--- config.mk ---
export PLATFORM = sky130hd
export DESIGN_NAME = dca_matrix_row_pingpong
export DESIGN_NICKNAME = d
export VERILOG_FILES = /design/src/rtl/dca_matrix_row_pingpong.sv
export SDC_FILE = /design/constraint.sdc
export NUM_CORES = 1
export LEC_CHECK = 0
export CORE_UTILIZATION = 35
export CTS_CLUSTER_SIZE = 28
export DETAILED_ROUTE_END_ITERATION = 10
export GPL_ROUTABILITY_DRIVEN = 0
export PLACE_DENSITY = 0.5
export REMOVE_ABC_BUFFERS = 1
export SYNTH_ARGS = -nofsm -noshare
export SYNTH_HDL_FRONTEND = slang
export SYNTH_SLANG_ARGS = --single-unit
--- constraint.sdc ---
create_clock -name clk -period 14.45 [get_ports clk]
set_input_delay 2.89 -clock clk [delete_from_list [all_inputs] [get_ports clk]]
set_output_delay 2.89 -clock clk [all_outputs]
set_load 0.005 [all_outputs]
--- src/rtl/dca_matrix_row_pingpong.sv ---
// dca_matrix_row_pingpong: two-bank ping-pong buffer collecting tensor rows into whole matrices
//
// Ports:
//   clk                     rising-edge clock
//   rstnn                   asynchronous active-low reset
//   clear                   synchronous soft clear, overrides every other event
//   load_tensor_row_wvalid  row valid from the matrix LSU
//   load_tensor_row_wlast   row is the last of its matrix
//   load_tensor_row_wdata   row payload
//   load_tensor_row_wready  row accepted this cycle (fill bank not full, no clear)
//   matrix_valid            read bank holds a complete matrix
//   matrix_release          consumer is done with the read bank
//   rd_index                row select into the read bank
//   rd_data                 registered row of the read bank, zero when invalid or unwritten
//   busy                    some bank is full or a fill is in progress
//   error_last              sticky flag: wlast disagreed with the row count
module dca_matrix_row_pingpong #(
  parameter int BW_TENSOR_ROW = 64,
  parameter int NUM_ROW = 8,
  parameter int BW_INDEX = 4
) (
  input  logic                     clk,
  input  logic                     rstnn,
  input  logic                     clear,
  input  logic                     load_tensor_row_wvalid,
  input  logic                     load_tensor_row_wlast,
  input  logic [BW_TENSOR_ROW-1:0] load_tensor_row_wdata,
  output logic                     load_tensor_row_wready,
  output logic                     matrix_valid,
  input  logic                     matrix_release,
  input  logic [BW_INDEX-1:0]      rd_index,
  output logic [BW_TENSOR_ROW-1:0] rd_data,
  output logic                     busy,
  output logic                     error_last
);
  localparam int IW = $clog2(NUM_ROW);
  localparam logic [BW_INDEX-1:0] LAST_ROW = BW_INDEX'(NUM_ROW - 1);
  localparam logic [BW_INDEX:0] ROWS = (BW_INDEX + 1)'(NUM_ROW);
  logic [BW_TENSOR_ROW-1:0] r_mem [2][NUM_ROW];
  logic [NUM_ROW-1:0]       r_mask [2];
  logic                     r_wbank;
  logic                     r_rbank;
  logic [BW_INDEX-1:0]      r_wrow;
  logic [1:0]               r_full;
  logic                     r_err;
  logic [BW_TENSOR_ROW-1:0] r_rd_data;
  logic                     w_accept;
  logic                     w_last_row;
  logic                     w_close;
  logic                     w_release;
  logic                     w_rd_hit;
  logic [NUM_ROW-1:0]       w_row_bit;
  logic [NUM_ROW-1:0]       w_rd_mask;
  logic [1:0]               w_full_nxt;
  assign load_tensor_row_wready = !r_full[r_wbank] && !clear;
  assign matrix_valid = r_full[r_rbank];
  assign busy = (|r_full) || (r_wrow != '0);
  assign error_last = r_err;
  assign rd_data = r_rd_data;
  assign w_accept = load_tensor_row_wvalid && load_tensor_row_wready;
  assign w_last_row = r_wrow == LAST_ROW;
  assign w_close = w_accept && (load_tensor_row_wlast || w_last_row);
  assign w_release = matrix_release && matrix_valid;
  assign w_row_bit = NUM_ROW'(1) << r_wrow;
  assign w_rd_mask = r_mask[r_rbank] >> rd_index;
  assign w_rd_hit = matrix_valid && ({1'b0, rd_index} < ROWS) && w_rd_mask[0];
  // close and release always target different banks, so both updates compose
  assign w_full_nxt = (r_full | ({1'b0, w_close} << r_wbank)) & ~({1'b0, w_release} << r_rbank);
  always_ff @(posedge clk) begin
    if (w_accept) r_mem[r_wbank][r_wrow[IW-1:0]] <= load_tensor_row_wdata;
  end
  always_ff @(posedge clk or negedge rstnn) begin
    if (!rstnn) begin
      r_wbank   <= 1'b0;
      r_rbank   <= 1'b0;
      r_wrow    <= '0;
      r_full    <= '0;
      r_err     <= 1'b0;
      r_rd_data <= '0;
      r_mask[0] <= '0;
      r_mask[1] <= '0;
    end else if (clear) begin
      r_wbank   <= 1'b0;
      r_rbank   <= 1'b0;
      r_wrow    <= '0;
      r_full    <= '0;
      r_err     <= 1'b0;
      r_rd_data <= '0;
      r_mask[0] <= '0;
      r_mask[1] <= '0;
    end else begin
      if (w_accept) begin
        // the first row of a fill discards whatever the previous matrix left in the mask
        r_mask[r_wbank] <= (r_wrow == '0) ? w_row_bit : (r_mask[r_wbank] | w_row_bit);
        r_wrow          <= w_close ? '0 : r_wrow + 1'b1;
        r_wbank         <= r_wbank ^ w_close;
        r_err           <= r_err | (load_tensor_row_wlast != w_last_row);
      end
      r_full    <= w_full_nxt;
      r_rbank   <= r_rbank ^ w_release;
      r_rd_data <= w_rd_hit ? r_mem[r_rbank][rd_index[IW-1:0]] : '0;
    end
  end
endmodule

Yosys cells after proc, flatten, opt, wreduce, memory -nomap -nowiden
Memories as Yosys holds them, arrays and structs flattened.
Index checks and enable logic that the tools add are counted.
{ "totals": {"ram_bits": 1024, "out_inout_bits": 68, "memories": 1, "ff_bits": 89, "wordCells": 86, "input_bits": 74, "romBits": 0, "latchBits": 0} }
{ "classes": {"n_bitwise": 11, "n_lt_le_gt_ge": 9, "div": 0, "n_mul": 0, "addsub": 1, "n_mux": 34, "eq_ne": 2, "n_shift": 4, "reduce_logical": 16} }
{ "mem_list": {"columns": ["memory", "words", "word_bits", "rd", "rd_ports_with_merged_regs", "write_ports", "line", "source"], "rows": [
  ["r_mem", 2, 512, 1, 0, 1, "39", "logic [BW_TENSOR_ROW-1:0] r_mem [2][NUM_ROW];"]
]} }
{ "op_table": {"columns": ["op", "n"], "rows": [
  ["2-to-1 mux 512 bit", 1],
  ["2-to-1 mux 64 bit", 5],
  ["binary-select mux 64 bit (select 3 bit)", 1],
  ["demux 64 bit (select 3 bit)", 1],
  ["2-to-1 mux 8 bit", 8],
  ["2-to-1 mux 16 bit", 2],
  ["bitwise mux 16 bit", 1],
  ["2-to-1 mux 4 bit", 3],
  ["2-to-1 mux 1 bit", 10],
  ["demux 8 bit (select 1 bit)", 1],
  ["greater-or-equal comparator 4 bit, second input constant", 2],
  ["logical AND 1 bit", 8],
  ["NOT 3 -> 4 bit", 2],
  ["OR 8 bit", 1],
  ["<< shifter 1 x 4 -> 8 bit, first input constant", 1],
  [">> shifter 8 x 4 -> 1 bit", 1],
  ["adder 4 x 1 -> 4 bit, second input constant", 1],
  ["equality test 4 x 3 -> 1 bit, second input constant", 1],
  ["greater-or-equal comparator 2 bit, second input constant", 2],
  ["logical NOT 4 bit", 1],
  ["< comparator 1 x 2 -> 1 bit, second input constant", 2],
  ["< comparator 4 x 1 -> 1 bit, second input constant", 1],
  ["< comparator 4 bit, second input constant", 1],
  ["NOT 1 -> 2 bit", 2],
  ["14 further kinds", 18]
]} }

Depth between registers and ports, before layout
{ "logic_depth": {"depth_word": 10, "ltp_mapped": 7} }

Least setup slack after synthesis
No wires, ideal clock.
{ "synth_path": {"path_type": "input port to flip-flop", "from": "input port clear", "to": "memory r_mem[1][0] (netlist name) (enable)", "arrival_time_ns": 9.202, "path_stages": 2, "setup_slack_ns": 4.604, "setup_time_ns": 0.644, "cell_sequence": "nand2b_1 -> nor4_1"} }
{ "synth_between": {"elab_chain_len": 5} }
{ "synth_lines": {"columns": ["item", "line", "source"], "rows": [
  ["start, declared", "24", "input logic clear,"],
  ["logical NOT 1 bit", "55", "assign load_tensor_row_wready = !r_full[r_wbank] && !clear;"],
  ["logical AND 1 bit", "55", null],
  ["logical AND 1 bit", "60", "assign w_accept = load_tensor_row_wvalid && load_tensor_row_wready;"],
  ["2-to-1 mux 1 bit", "70", "if (w_accept) r_mem[r_wbank][r_wrow[IW-1:0]] <= load_tensor_row_wdata;"],
  ["2-to-1 mux 512 bit (implied by the code)", "70", null],
  ["end, declared", "39", null]
]} }
Every way passes these cells.

Worst setup path in the final report
{ "layout_path": {"from": "input port clear", "to": "output port load_tensor_row_wready"} }
{ "layout_between": {"elab_chain_len": 2} }
{ "layout_lines": {"columns": ["item", "line", "source"], "rows": [
  ["logical NOT 1 bit", "55", null],
  ["logical AND 1 bit", "55", null],
  ["end, declared", "28", "output logic load_tensor_row_wready,"]
]} }
Every way passes these cells.

==> summary.md <==
| Metric | Value |
|---|---|
| Status | finished, final reports clean |
| Setup TNS | 0 ns |
| Final WL | 94100 um |
| Yosys reg bits | 1113 |
| Syn-to-layout area delta | 16.4% |
| Worst setup margin | 7.29 ns |
| Leak | 0.0162 uW |
| Crit path time final | 7.16 ns |
| Top area cells in the synthesized netlist | edfxtp_1, mux4_2, dfrtp_1 |
| CORE AREA | 0.118 sq mm |
| Sw Share | 20.4% |
| Place WS | 7.28 ns |
| Mapped cell area | 0.0419 sq mm |
| Worst path top cell family by delay | buffers and inverters |
| Critical Path Fanout Max | 31 |
| Max-Cap Viols | 0 |
| Worst VDD drop | 0.0000947 V |
| Met2 routed WL | 45800 um |
| Total track usage | 15.8% |
| Flop pwr share | 53.9% |
| First-pass DRT Iterations | 5 |
| Top cell type's share of synthesized area | 73.4% |
| Highest clock rate | 140 MHz |
| Row cnt | 126 |
| Root buf cell | clkbuf_16 |
| First-pass GRT wire length | 139000 um |
| Post-synth top cells | edfxtp_1, mux4_2, mux2i_1 |
| Levels on crit path | 4 |
| CTS Buf Count | 113 |
| Die X | 348 um |
| Gr ovfl total | 0 |
| Post-DR wirelength/cell | 25.4 um |
| Final Skew | 0.0263 ns |
| Buffers on Ports | 141 |
| WP data arrival | 4.27 ns |
| Fill cells | 10300 |
| EDFF count, synth | 1024 |
| CP cell instances | clkdlybuf4s50_1 > buf_4 > nor2_1 > clkdlybuf4s50_1 |
| Setup violators final | 0 |
| Vias per inst | 5.05 |
| Starting density of the core | 35.4% |
| Fin crit share | 49.5% |
| Crit-path slowest cell | clkdlybuf4s50_1 |
| CTS H-tree depth | 3 |
| Met1 Routed Length | 42200 um |
| HP Class | flip-flop to flip-flop |
| NetSw | 1340 uW |
| FF-to-FF path depth | 4 |
| Share of layout cells above drive strength 1 | 22.7% |
| CTS tree | yes |
| Largest net degree at the start of global routing | 125 |
| Drt drc | 0 |
| RSZ-0062 raised after global routing | false |
| Hold-fix buffers, CTS | 0 |
| Power Total | 6580 uW |
| Asr flop ratio synth | 8.00% |
| Synth unique cells | 38 |
| Fin cells | 3698 |
| Final hold violation count | 0 |
| CP most frequent cell | clkdlybuf4s50_1 |
| Die Area | 0.121 sq mm |
| DIE HEIGHT | 348 um |
| Slew @ Worst Pin | 1.09 ns |
| CP endpoint | load_tensor_row_wready |
| Nets | 2082 |
| Worst relative slew slack | 27.5% |
| Initial antenna violation count | 9 |
| Clock tree buffer depth | 3 |
| Ys Warns | 0 |
| Initial DRC count | 1244 |
| Worst r2r dst | r_mem[0][329] |
| Reg2reg start | r_wbank |
| DR top layer | met5 |
| Post-CTS sizing | 0 |
| Flop2flop setup slack | 10.81 ns |
| Number of clock sinks | 1113 |
| Worst EP required | 11.56 ns |
| Critical path type | input pin to output pin |
| Post-DRT Antenna Nets | 0 |
| Sequential fraction of the synthesis area | 78.7% |
| Most common cell in the netlist | edfxtp_1 |
| Post-Syn Instances | 1800 |
| Hold_ws | 0.517 ns |
| Vias in the first global route | 20400 |
| Vias after detailed routing | 18700 |
| I/O pin count | 142 |
| Critical Path Start | clear |
| Power density cells | 135 mW/mm^2 |
| Critical path startpoint category | input pin |
| CP bufs+invs | 3 |
| Synth Flop Type | edfxtp_1 |
| Placed cells | 3483 |
| P_int | 5240 uW |
| Largest stage delay on the critical path | 0.47 ns |
| Clk_lat worst skew | 0.69 ns |
| Post-synth top area cell | edfxtp_1 |
| Slew Limit Fails | 0 |
| DPL Wire Length | 47900 um |
| Post-CTS Setup Inserts | 0 |
| Worst Setup End Kind | output pin |
| Clk slew on worst S/H paths | 0.06 ns |
| Syn_area_per_cell | 23.3 sq um |
| Comb power frac | 3.9% |
| Met3 Routed Length | 4350 um |
| Clock Power Share | 42.3% |
worst min-delay path by stage:
stage	from	endpoint	slack (ns)	cells past startpoint
2_1_floorplan	r_mask[8]	r_mask[8]	0.46	2
5_1_grt	r_mask[0]	r_mask[0]	0.55	2
4_1_cts	error_last	error_last	0.51	2
3_3_place_gp	error_last	error_last	0.49	2
6_report	r_mask[8]	r_mask[8]	0.52	2
3_5_place_dp	error_last	error_last	0.50	2
power by group through the flow:
stage | registers (uW) | clock network, uW | logic [uW]
after detailed placement | 3610 | 0 | 262
after global routing | 3540 | 2970 | 279
after floorplan | 3610 | 0 | 123
after CTS | 3540 | 2850 | 263
final | 3540 | 2780 | 255
after global placement | 3610 | 0 | 258
cell type report:
type	instances	area [sq um]	area share (%)
clock inverter	49	380	0.780
multi-input combinational	584	8480	17.4
antenna	1	2.50	0.00513
clock buffer	165	3170	6.49
sequential	1113	33000	67.6
timing repair buffer	177	1710	3.52
inverter	9	41.3	0.0847
tap	1600	2000	4.11
placed cells by master (no fill, tap or decap), types with 11 or more instances in the layout:
cell | Yosys | routed
dfrtp_1 | 89 | 89
clkinv_2 | 0 | 22
clkbuf_16 | 0 | 116
nand2_1 | 11 | 11
mux2i_1 | 145 | 145
mux4_2 | 257 | 257
o22ai_1 | 64 | 64
clkinv_1 | 1 | 16
buf_4 | 13 | 35
edfxtp_1 | 1024 | 1024
nor2_1 | 35 | 25
clkbuf_1 | 13 | 41
clkdlybuf4s50_1 | 0 | 138
registers in the layout (all words and copies together) (netlist names):
signal      flops
rd_data        64
r_wrow          4
r_rbank         1
r_mem        1024
error_last      1
r_full          2
r_wbank         1
r_mask         16
worst min-delay path: stages, from the launching register on:
cell	delay [ns]
dfrtp_1	0.35
a21oi_1	0.04
nor2_1	0.08
per-layer routing:
layer / vias up / GRT usage (%)
met5: - / 0
met4: 12 / 3.72
li1: 8014 / -
met3: 140 / 3.08
met1: 10100 / 21.7
met2: 386 / 25.8
logic make-up after synthesis:
group / synth area share, %
flops: 78.7
mux: 17.3
buf+inv: 1.28
compound gates: 1.31
simple gates: 1.02
fa+ha+maj: 0.299
per-stage QoR:
stage	util, %	area [sq um]
5_1_grt	41.2	48800
2_1_floorplan	-	41400
6_report	41.2	48800
3_3_place_gp	38.2	45200
3_5_place_dp	38.2	45200
4_1_cts	41.2	48800
(Power assumes the default switching activity.)
